## config.mk

```make
export PLATFORM = sky130hd
export DESIGN_NAME = i2s_pcm_receiver
export DESIGN_NICKNAME = d
export VERILOG_FILES = /design/src/rtl/i2s_pcm_receiver.sv
export SDC_FILE = /design/constraint.sdc
export NUM_CORES = 1
export LEC_CHECK = 0
export CORE_ASPECT_RATIO = 0.8
export CORE_MARGIN = 1
export CORE_UTILIZATION = 52
export CTS_BUF_LIST = sky130_fd_sc_hd__clkbuf_16
export CTS_CLUSTER_DIAMETER = 120
export DETAILED_ROUTE_END_ITERATION = 8
export HOLD_SLACK_MARGIN = 0.05
export PLACE_DENSITY_LB_ADDON = 0.25
export SETUP_SLACK_MARGIN = 0.2
export SYNTH_ARGS = -nofsm -noshare
export SYNTH_HDL_FRONTEND = slang
export SYNTH_SLANG_ARGS = --single-unit
export TNS_END_PERCENT = 20
```

## constraint.sdc

```tcl
create_clock -name clk -period 1.6 [get_ports clk]
set_clock_uncertainty 0.2 [all_clocks]
set_input_delay 0.24 -clock clk [delete_from_list [all_inputs] [get_ports clk]]
set_output_delay 0.24 -clock clk [all_outputs]
set_load 0.01 [all_outputs]
```

## src/rtl/i2s_pcm_receiver.sv

```systemverilog
// I2S stereo deserializer: oversamples bclk/lrclk/sdata in the master clock domain
// and emits 24-bit left/right PCM words with one-clock valid strobes.
module i2s_pcm_receiver #(
  parameter int DataBits   = 24,
  parameter int SyncStages = 2
) (
  input  logic                clk,
  input  logic                reset,
  input  logic                i2s_bclk,
  input  logic                i2s_lrclk,
  input  logic                i2s_sdata,
  output logic                l_pcm_valid,
  output logic                r_pcm_valid,
  output logic [DataBits-1:0] l_pcm_data,
  output logic [DataBits-1:0] r_pcm_data,
  output logic                frame_err,
  output logic                locked
);

  localparam int CntW = $clog2(DataBits + 1);

  typedef enum logic [1:0] {WAIT_LR = 2'd0, SHIFT = 2'd1, DONE = 2'd2} state_t;

  logic [SyncStages-1:0] bclk_sync_r, lr_sync_r, sd_sync_r;
  logic                  bclk_q_r, lr_prev_r;
  logic                  bclk_s, lr_s, sd_s, bclk_rise_s, lr_change_s;

  state_t                state_r, state_nxt_s;
  logic [DataBits-1:0]   shift_r, shift_nxt_s;
  logic [CntW-1:0]       bit_cnt_r, bit_cnt_nxt_s;
  logic                  chan_r, chan_nxt_s;
  logic                  locked_r, locked_nxt_s;
  logic                  frame_err_r, frame_err_nxt_s;
  logic                  word_done_r, word_done_nxt_s;

  logic                  l_valid_r, r_valid_r;
  logic [DataBits-1:0]   l_data_r, r_data_r;

  // Pin synchronizers, bclk edge detector and word-select history.
  always_ff @(posedge clk) begin
    if (reset) begin
      bclk_sync_r <= {SyncStages{1'b0}};
      lr_sync_r   <= {SyncStages{1'b0}};
      sd_sync_r   <= {SyncStages{1'b0}};
      bclk_q_r    <= 1'b0;
      lr_prev_r   <= 1'b0;
    end else begin
      bclk_sync_r <= {bclk_sync_r[SyncStages-2:0], i2s_bclk};
      lr_sync_r   <= {lr_sync_r[SyncStages-2:0], i2s_lrclk};
      sd_sync_r   <= {sd_sync_r[SyncStages-2:0], i2s_sdata};
      bclk_q_r    <= bclk_s;
      if (bclk_rise_s) begin
        lr_prev_r <= lr_s;
      end
    end
  end

  assign bclk_s      = bclk_sync_r[SyncStages-1];
  assign lr_s        = lr_sync_r[SyncStages-1];
  assign sd_s        = sd_sync_r[SyncStages-1];
  assign bclk_rise_s = bclk_s & ~bclk_q_r;
  assign lr_change_s = bclk_rise_s & (lr_s != lr_prev_r);

  // Slot framing FSM: all decisions are taken on a bclk rising edge.
  always_comb begin
    state_nxt_s     = state_r;
    shift_nxt_s     = shift_r;
    bit_cnt_nxt_s   = bit_cnt_r;
    chan_nxt_s      = chan_r;
    locked_nxt_s    = locked_r;
    frame_err_nxt_s = 1'b0;
    word_done_nxt_s = 1'b0;
    if (bclk_rise_s) begin
      case (state_r)
        WAIT_LR: begin
          if (lr_change_s) begin
            chan_nxt_s    = lr_s;
            bit_cnt_nxt_s = {CntW{1'b0}};
            locked_nxt_s  = 1'b1;
            state_nxt_s   = SHIFT;
          end else begin
            state_nxt_s = WAIT_LR;
          end
        end
        SHIFT: begin
          // The edge that shows the new word select still carries the old slot's LSB.
          if (lr_change_s) begin
            frame_err_nxt_s = (bit_cnt_r != {CntW{1'b0}});
            chan_nxt_s      = lr_s;
            bit_cnt_nxt_s   = {CntW{1'b0}};
            state_nxt_s     = SHIFT;
          end else begin
            shift_nxt_s   = {shift_r[DataBits-2:0], sd_s};
            bit_cnt_nxt_s = bit_cnt_r + {{(CntW-1){1'b0}}, 1'b1};
            if (bit_cnt_r == CntW'(DataBits - 1)) begin
              word_done_nxt_s = 1'b1;
              state_nxt_s     = DONE;
            end else begin
              state_nxt_s = SHIFT;
            end
          end
        end
        DONE: begin
          if (lr_change_s) begin
            chan_nxt_s    = lr_s;
            bit_cnt_nxt_s = {CntW{1'b0}};
            state_nxt_s   = SHIFT;
          end else begin
            state_nxt_s = DONE;
          end
        end
        default: begin
          state_nxt_s = WAIT_LR;
        end
      endcase
    end else begin
      state_nxt_s = state_r;
    end
  end

  // FSM state and datapath registers.
  always_ff @(posedge clk) begin
    if (reset) begin
      state_r     <= WAIT_LR;
      shift_r     <= {DataBits{1'b0}};
      bit_cnt_r   <= {CntW{1'b0}};
      chan_r      <= 1'b0;
      locked_r    <= 1'b0;
      frame_err_r <= 1'b0;
      word_done_r <= 1'b0;
    end else begin
      state_r     <= state_nxt_s;
      shift_r     <= shift_nxt_s;
      bit_cnt_r   <= bit_cnt_nxt_s;
      chan_r      <= chan_nxt_s;
      locked_r    <= locked_nxt_s;
      frame_err_r <= frame_err_nxt_s;
      word_done_r <= word_done_nxt_s;
    end
  end

  // Output word registers, loaded the clock after a word completes.
  always_ff @(posedge clk) begin
    if (reset) begin
      l_valid_r <= 1'b0;
      r_valid_r <= 1'b0;
      l_data_r  <= {DataBits{1'b0}};
      r_data_r  <= {DataBits{1'b0}};
    end else begin
      l_valid_r <= word_done_r & ~chan_r;
      r_valid_r <= word_done_r & chan_r;
      if (word_done_r & ~chan_r) begin
        l_data_r <= shift_r;
      end
      if (word_done_r & chan_r) begin
        r_data_r <= shift_r;
      end
    end
  end

  assign l_pcm_valid = l_valid_r;
  assign r_pcm_valid = r_valid_r;
  assign l_pcm_data  = l_data_r;
  assign r_pcm_data  = r_data_r;
  assign frame_err   = frame_err_r;
  assign locked      = locked_r;

endmodule

```

Word level (Yosys, flattened, before mapping)
Index checks and enable logic that the tools add are counted.
- register bits: 93
- bits in latches: 0
- bits in writable memories: 0
- memory bits (read-only): 0
- input port bits: 5
- logic and storage cells: 51
- memories: 0
- add/subtract/negate cells: 1
- multipliers: 0
- divide/modulo/power cells: 0
- order comparisons: 0
- equal/unequal tests: 5
- shifts and indexed selects: 0
- mux-type cells: 9
- bitwise gates (word level): 9
- reduce and logical (&&, ||, !) cells: 11
- operator list (cell ; count):
    AND reduction 3 bit ; 4
    two-way mux 5 bit ; 2
    case mux 5 bit (2 select lines) ; 1
    OR reduction 4 bit ; 2
    two-way mux 2 bit ; 3
    case mux 2 bit (3 select lines) ; 1
    adder 5 x 1 -> 5 bit (second input constant) ; 1
    == test 5 bit (second input constant) ; 1
    inverter 1 bit ; 5
    nonzero test 5 bit ; 1
    AND 1 bit ; 4
    OR reduction 3 bit ; 1
    == test 2 x 1 -> 1 bit (second input constant) ; 1
    == test 2 bit (second input constant) ; 1
    zero test 2 bit ; 1
    two-way mux 1 bit ; 2
    != test 2 x 1 -> 1 bit (second input constant) ; 1
    nonzero test 2 bit ; 1
    OR reduction 2 bit ; 1
    != test 1 bit ; 1

Logic depth before layout (Yosys ltp)
Gate-level depths: netlist (run 1).
- word-level depth: 5
- depth in mapped cells: 6
- depth with buffers taken out: 4

Worst setup path before layout (run 1)
Ideal clock, no wire load.
- path kind: reg-to-reg
- start: reg bit_cnt_r[0]
- end: reg bit_cnt_r[4]
- setup time: 0.106 ns
- arrival time: 1.176 ns
- data required time: 1.294 ns
- slack: 0.118 ns
- stages on the path, launching flop included: 5
- cells stage by stage: dfxtp_1 > ha_1 > nand3_1 > or4b_1 > o311ai_0
- longest elaborated chain between the ends: 3
- RTL lines (item ; line ; source):
    start: declaration ; 30 ; logic [CntW-1:0] bit_cnt_r, bit_cnt_nxt_s;
    start signal: assignment ; 126 ; bit_cnt_r <= {CntW{1'b0}};
    start signal: assignment ; 134 ; bit_cnt_r <= bit_cnt_nxt_s;
    adder 5 x 1 -> 5 bit ; 94 ; bit_cnt_nxt_s = bit_cnt_r + {{(CntW-1){1'b0}}, 1'b1};
    two-way mux 5 bit ; 87 ; if (lr_change_s) begin
    case mux 5 bit (2 select lines) ; 74 ; case (state_r)
No other way between the ends.
A chain may end at the register's enable or synchronous reset.

Worst setup path in the final report (run 1)
- start: reg lr_sync_r[1]
- end: reg bit_cnt_r[3]
- longest elaborated chain between the ends: 4
- RTL lines (item ; line ; source):
    start: declaration ; 24 ; logic [SyncStages-1:0] bclk_sync_r, lr_sync_r, sd_sync_r;
    start signal: assignment ; 43 ; lr_sync_r <= {SyncStages{1'b0}};
    start signal: assignment ; 49 ; lr_sync_r <= {lr_sync_r[SyncStages-2:0], i2s_lrclk};
    != test 1 bit (*) ; 62 ; assign lr_change_s = bclk_rise_s & (lr_s != lr_prev_r);
    AND 1 bit (*) ; 62 ;
    two-way mux 5 bit / != test 2 x 1 -> 1 bit (equally long branches) ; -- ;
    case mux 5 bit (2 select lines) / AND reduction 3 bit (equally long branches) ; -- ;
Every way passes the cells marked *; elsewhere a longest branch is shown, timed or not.

==> impl_metrics.py, run 1 <==
metrics = {
    "status": {
        "status": "completed",
    },
    "clocking": {
        "cts_buffers": 9,
        "cts_tree": "yes",
        "cts_sinks": 93,
        "clockBufferDepth": 2,
        "path_clk_slew_ns": 0.06,
        "h-tree-depth": 3,
        "clock-root-buffer": "clkbuf_16",
        "insertion_delay_ns": 0.33,
        "cts_hold_buffers": 0,
    },
    "final_layout": {
        "fin_cells": 566,
        "diodes": 0,
        "seqCellArea_mm2": 0.00189,
        "mostFrequentLayoutCells": "nand2_1, dfxtp_1, a21oi_1",
        "final_util": 0.718,
        "nets": 484,
        "final_common_cell": "nand2_1",
        "multi_input_area_mm2": 0.00150,
        "syn2layout_area_growth_pct": 32.5,
        "drive_gt1_frac": 0.147,
        "fillers": 523,
    },
    "yosys": {
        "synth-compound-area-share": 0.183,
        "synthSimpleGateAreaFrac": 0.206,
        "avgSynthCellArea_um2": 8.34,
        "synthesis.nets": 423,
        "ys_ff_latch": 93,
        "ys_seq_area_frac": 0.536,
        "synthMuxAreaShare": 0.00288,
        "yosys.area_share.adder": 0.00721,
        "synth-xor-area-share": 0.00721,
        "ys_warn_count": 0,
        "synth_cells": 416,
        "syn_area_mm2": 0.00347,
        "synth_top_family_by_area": "simple AND/OR/NAND/NOR gates",
        "ys_types": 37,
    },
    "sta": {
        "hold_viol": 0,
        "slew_headroom": 0.785,
        "rsz0062_at_grt": "true",
        "setup_viol": 0,
        "period_needed_ns": 1.52,
        "clock.fmax_mhz": 658,
        "tightest_slew_ns": 0.323,
        "worst_hold_slack_ns": 0.0847,
        "drv_slew": 0,
        "finalCritPeriodShare": 0.950,
        "tns_ns": 0,
    },
    "global_routing": {
        "grt_max_degree": 34,
        "top_usage_layer": "met2",
        "track_usage": 0.244,
        "grt-ovfl-total": 0,
        "use_met1": 0.296,
        "grt_pass1_wl_um": 13300,
        "antenna_found_initial": 0,
        "grt_pass1_vias": 2816,
        "use_met3": 0.0626,
        "use_met2": 0.431,
    },
    "routing": {
        "vias": 3090,
        "drt-total-wl_um": 8100,
        "post_drt_via_cell_ratio": 5.46,
        "drc": 0,
        "wl_per_cell_um": 14.3,
        "antenna_left": 0,
        "drt_iter0_drc": 150,
        "drt-pass1-iter-count": 4,
    },
    "placement": {
        "io_buffers": 56,
        "dp.cells": 543,
        "post-dp-hpwl_um": 5120,
        "gp_congestion": 0.820,
    },
    "pwr": {
        "pwr-share-seq": 0.503,
        "power_uw": 4620,
        "pwr-share-clk": 0.469,
        "p_switching_uw": 953,
        "comb_power_share": 0.028,
        "irDropWorstVdd_mv": 0.640,
        "power_leakage_uw": 0.00178,
        "p_per_area_mw_per_mm2": 1010,
        "cell_internal_pwr_uw": 3670,
        "netSwitchingFraction": 0.206,
    },
    "floorplan": {
        "num_io_pins": 57,
        "start_util": 0.542,
        "core-area_mm2": 0.00641,
        "dieArea_mm2": 0.00701,
        "die_w_um": 93.3,
        "die_y_um": 75.1,
        "num_rows": 26,
    },
    "worst_setup_path": {
        "crit_path_end_kind": "flop",
        "cp.required_ns": 1.64,
        "worst_path_max_delay_cell": "dfxtp_4",
        "crit_arrival_ns": 1.56,
        "path_class": "reg -> reg",
        "slowest_delay_ns": 0.38,
        "critical_path.max_fanout": 8,
        "crit_chain": "xor2_4 > buf_6 > o211a_4 > o311ai_2",
        "start_kind": "flop",
    },
    "flow_run": {
        "drv_cap": 0,
    },
    "hold_path": {
        "worst_hold_path_type": "in -> reg",
    },
}
## Yosys cell counts
cell type,instances,area share
nand4_1,2,0.0036
nand2b_1,1,0.0018
a21o_1,1,0.0022
o311ai_0,2,0.0050
buf_1,4,0.0043
a31oi_1,2,0.0036
o2111ai_1,1,0.0025
and4bb_2,1,0.0036
nor4_1,3,0.0054
ha_1,2,0.0072
a211oi_2,1,0.0036
a21oi_1,75,0.11
o21ai_2,1,0.0025
nor2b_1,12,0.022
and2_1,1,0.0018
nand3_1,27,0.039
o211a_1,1,0.0029
a211oi_1,1,0.0022
o21ai_0,26,0.037
or3_1,1,0.0018
clkbuf_1,16,0.017
buf_6,1,0.0032
nand2_1,98,0.11
xnor2_1,1,0.0025
xor2_2,1,0.0047
nand4b_1,1,0.0025
nor4b_1,1,0.0025
a31o_2,4,0.010
mux2i_1,1,0.0029
nand4bb_1,1,0.0032
dfxtp_1,93,0.54
a311oi_1,1,0.0025
or4b_1,2,0.0058
inv_1,8,0.0087
buf_2,12,0.017
nor2_1,7,0.0076
buf_4,3,0.0065
## per-layer routing
metal | up-vias | routed length, um
met4 | 0 | 73
li1 | 1531 | -
met5 | - | 0
met1 | 1459 | 3640
met2 | 92 | 3940
met3 | 8 | 443
## critical path, delay by kind of cell (launching register included)
kind	cells	cell delay [ns]
buffers and inverters	1	0.14
xor gates and xnor gates	1	0.22
AOI/OAI and AO/OA	2	0.50
DFF	1	0.38
## worst paths after layout
| kind | slack (ns) | depth (start not counted) | to | startpoint |
|---|---|---|---|---|
| max | 0.08 | 4 | bit_cnt_r[3]$_SDFFE_PP0P_ | lr_sync_r[1]$_SDFF_PP0_ |
| min | 0.08 | 2 | bit_cnt_r[0]$_SDFFE_PP0P_ | reset |
| max reg2reg | 0.08 | 4 | bit_cnt_r[3]$_SDFFE_PP0P_ | lr_sync_r[1]$_SDFF_PP0_ |
| min reg2reg | 0.24 | 1 | sd_sync_r[1]$_SDFF_PP0_ | sd_sync_r[0]$_SDFF_PP0_ |
## through the flow
stage,worst slack (ns),area (um2)
global placement,0.120,4210
CTS,0.107,4520
finish,0.0802,4600
floorplan,0.175,3520
global route,0.0129,4600
detailed placement,0.0634,4210
## logic make-up after synthesis
logic type	Yosys count
fa+ha+maj	2
compound gates	116
simple gates	158
xor+xnor	2
buf+inv	44
mux	1
flops	93
## registers in the layout, indices dropped and copies added (netlist names)
signal / cells
sd_sync_r: 2
l_pcm_valid: 1
state_r: 2
lr_sync_r: 2
word_done_r: 1
frame_err: 1
shift_r: 24
bit_cnt_r: 5
r_pcm_data: 24
l_pcm_data: 24
locked: 1
bclk_sync_r: 2
bclk_q_r: 1
r_pcm_valid: 1
chan_r: 1
lr_prev_r: 1
## layout make-up
cell class,count,area share
Clock buffer,10,0.0544
Inverter,8,0.00653
Sequential cell,93,0.410
Tap cell,84,0.0229
Multi-Input combinational cell,279,0.326
Timing Repair Buffer,86,0.167
Clock inverter,6,0.0133
## power by group through the flow
stage	Clock [uW]	Sequential [uW]	Combinational, uW
finish	2170	2330	130
global route	2300	2330	141
CTS	2200	2330	119
detailed placement	0	2380	115
global placement	0	2380	114
floorplan	0	2380	79.2
## timing repair
item | CTS | global route
gates resized for setup | 71 | 7
setup buffers | 0 | 7
gates cloned | 0 | 0
endpoints found under the setup margin | 86 | 80
pin swaps | 6 | 4
endpoints found under the hold margin | 0 | 0
Power figures use the tool's default switching activity.
==> run 2: changes to the inputs <==
--- a/config.mk
+++ b/config.mk
@@ -5,13 +5,14 @@
 export SDC_FILE = /design/constraint.sdc
 export NUM_CORES = 1
 export LEC_CHECK = 0
+export ABC_AREA = 1
 export CORE_ASPECT_RATIO = 0.8
 export CORE_MARGIN = 1
-export CORE_UTILIZATION = 52
-export CTS_BUF_LIST = sky130_fd_sc_hd__clkbuf_16
+export CORE_UTILIZATION = 54
+export CTS_BUF_LIST = sky130_fd_sc_hd__clkbuf_8
 export CTS_CLUSTER_DIAMETER = 120
 export DETAILED_ROUTE_END_ITERATION = 8
-export HOLD_SLACK_MARGIN = 0.05
+export HOLD_SLACK_MARGIN = 0.08
 export PLACE_DENSITY_LB_ADDON = 0.25
 export SETUP_SLACK_MARGIN = 0.2
 export SYNTH_ARGS = -nofsm -noshare
==> impl_metrics.py, run 2 <==
metrics = {
    "worst_setup_path": {
        "path_class": "reg -> reg",
        "cp_common_cell": "nor2_4",
        "cp_top_family": "simple AND/OR/NAND/NOR gates",
        "crit_arrival_ns": 1.56,
        "cp.required_ns": 1.69,
        "worst_path_max_delay_cell": "dfxtp_2",
        "crit_path_end_kind": "flop",
        "cp.buffers_inverters": 3,
        "crit_chain": "inv_2 > nor2_4 > nand2_2 > nor2_4 > buf_12 > buf_8 > o21ai_1 > nor2_1",
        "critical_path.max_fanout": 9,
        "slowest_delay_ns": 0.34,
        "start_kind": "flop",
    },
    "routing": {
        "vias": 2950,
        "post_drt_via_cell_ratio": 5.08,
        "antenna_left": 0,
        "drt-total-wl_um": 7520,
        "drt-pass1-iter-count": 4,
        "wl_per_cell_um": 12.9,
        "drt_iter0_drc": 147,
        "drc": 0,
        "top_layer": "met4",
        "wl_met1_um": 3430,
        "met2_length_um": 3530,
        "wl_met3_um": 472,
    },
    "yosys": {
        "synth.top_cell.area_share": 0.553,
        "avgSynthCellArea_um2": 7.76,
        "ys_seq_area_frac": 0.553,
        "ys_warn_count": 0,
        "ys_types": 21,
        "yosysMostFrequentCell": "nor2_1",
        "synthArstFlopShare": 0,
        "synthesis.nets": 441,
        "ys.flop_type": "dfxtp_1",
        "synth_area_leader_cell": "dfxtp_1",
        "ys_ff_latch": 93,
        "yosys-top-cells-area": "dfxtp_1, nor2_1, o21ai_0, nand2_1, o21ai_1",
        "synth_cells": 434,
        "synth-edff-count": 0,
        "syn_area_mm2": 0.00337,
        "synth_commonest_cells": "nor2_1, dfxtp_1, o21ai_0, nand2_1, inv_1",
    },
    "global_routing": {
        "grt_max_degree": 41,
        "grt_pass1_wl_um": 12300,
        "grt_pass1_vias": 2689,
        "antenna_found_initial": 0,
        "grt-ovfl-total": 0,
        "track_usage": 0.236,
    },
    "pwr": {
        "comb_power_share": 0.030,
        "cell_internal_pwr_uw": 3270,
        "power_leakage_uw": 0.00184,
        "pwr-share-seq": 0.559,
        "p_per_area_mw_per_mm2": 949,
        "p_switching_uw": 906,
        "netSwitchingFraction": 0.217,
        "pwr-share-clk": 0.411,
        "irDropWorstVdd_mv": 0.685,
    },
    "clocking": {
        "h-tree-depth": 3,
        "cts_sinks": 93,
        "clock-root-buffer": "clkbuf_8",
        "clockBufferDepth": 2,
        "cts_tree": "yes",
        "cts_buffers": 9,
        "insertion_delay_ns": 0.36,
        "path_clk_slew_ns": 0.08,
        "cts_hold_buffers": 0,
    },
    "final_layout": {
        "final_common_cell": "nor2_1",
        "mostFrequentLayoutCells": "nor2_1, dfxtp_1, o21ai_0",
        "nets": 502,
        "syn2layout_area_growth_pct": 30.6,
        "drive_gt1_frac": 0.160,
        "diodes": 0,
    },
    "sta": {
        "tns_ns": 0,
        "slew_headroom": 0.795,
        "tightest_slew_ns": 0.307,
        "rsz0062_at_grt": "true",
        "period_needed_ns": 1.47,
        "clock.fmax_mhz": 680,
        "drv_slew": 0,
        "finalCritPeriodShare": 0.919,
        "setup_ws_ns": 0.130,
        "setup_viol": 0,
        "hold_viol": 0,
    },
    "flow_run": {
        "drv_cap": 0,
    },
    "floorplan": {
        "start_util": 0.563,
        "die_y_um": 72.6,
        "core-area_mm2": 0.00597,
        "dieArea_mm2": 0.00655,
        "num_rows": 25,
        "num_io_pins": 57,
        "die_w_um": 90.3,
    },
    "status": {
        "status": "completed",
    },
    "placement": {
        "io_buffers": 56,
        "gp_congestion": 0.909,
        "post-dp-hpwl_um": 4680,
        "place_ws_ns": 0.00852,
    },
    "hold_path": {
        "worst_hold_path_type": "in -> reg",
    },
}
run 2: metal layers:
| metal | global-route usage | vias up |
|---|---|---|
| li1 | - | 1494 |
| met5 | 0 | - |
| met4 | 0.0699 | 0 |
| met2 | 0.400 | 91 |
| met3 | 0.0573 | 9 |
| met1 | 0.303 | 1356 |
run 2: timing repair:
item                                    4_1_cts  5_1_grt
endpoints found under the setup margin      109      106
buffers inserted                              0        4
pin swaps                                    48        6
resized for setup                           125       21
gates cloned                                  0        3
run 2: through the flow:
stage / area (um2) / utilization / std cells / total power [uW] / hold WS [ns]
floorplan: 3370 / - / 434 / 2470 / 0.147
global placement: 4010 / 0.671 / 558 / 2500 / 0.194
detailed placement: 4010 / 0.671 / 558 / 2510 / 0.198
CTS: 4270 / 0.714 / 574 / 4190 / 0.187
global route: 4390 / 0.735 / 581 / 4320 / 0.204
finish: 4390 / 0.735 / 581 / 4170 / 0.202
run 2: kinds of logic after synthesis:
group / synth area share
compound gates: 0.127
fa+ha+maj: 0.00743
flops: 0.553
simple gates: 0.248
buf+inv: 0.0651
run 2: path summary, 6_finish.rpt:
kind                                  start                        end  slack (ns)  cells after the start
hold / removal                    i2s_sdata    sd_sync_r[0]$_SDFF_PP0_        0.20                      3
hold reg to reg   bclk_sync_r[0]$_SDFF_PP0_  bclk_sync_r[1]$_SDFF_PP0_        0.20                      2
setup reg to reg  bclk_sync_r[1]$_SDFF_PP0_  bit_cnt_r[0]$_SDFFE_PP0P_        0.13                      8
setup / recovery  bclk_sync_r[1]$_SDFF_PP0_  bit_cnt_r[0]$_SDFFE_PP0P_        0.13                      8
run 2: area by class of cell:
type                       instances  area (um2)
sequential                        93        1870
fill                             451        1580
inverter                          26         109
timing repair buffer              72         769
tap                               81         101
clock inverter                     7        98.8
clock buffer                       9         124
timing repair inverter             1        7.51
multi-input combinational        292        1320
run 2: tightest hold or removal path, stage by stage:
cell and delay, ns:
clkdlybuf4s50_1 0.39, inv_1 0.05, nor2_1 0.03
run 2: power by group through the flow:
stage | Clock (uW) | Combinational, uW | Sequential, uW
after floorplan | 0 | 82.8 | 2390
final | 1710 | 126 | 2330
after global placement | 0 | 118 | 2390
after CTS | 1730 | 122 | 2330
after global routing | 1850 | 142 | 2340
after detailed placement | 0 | 121 | 2390
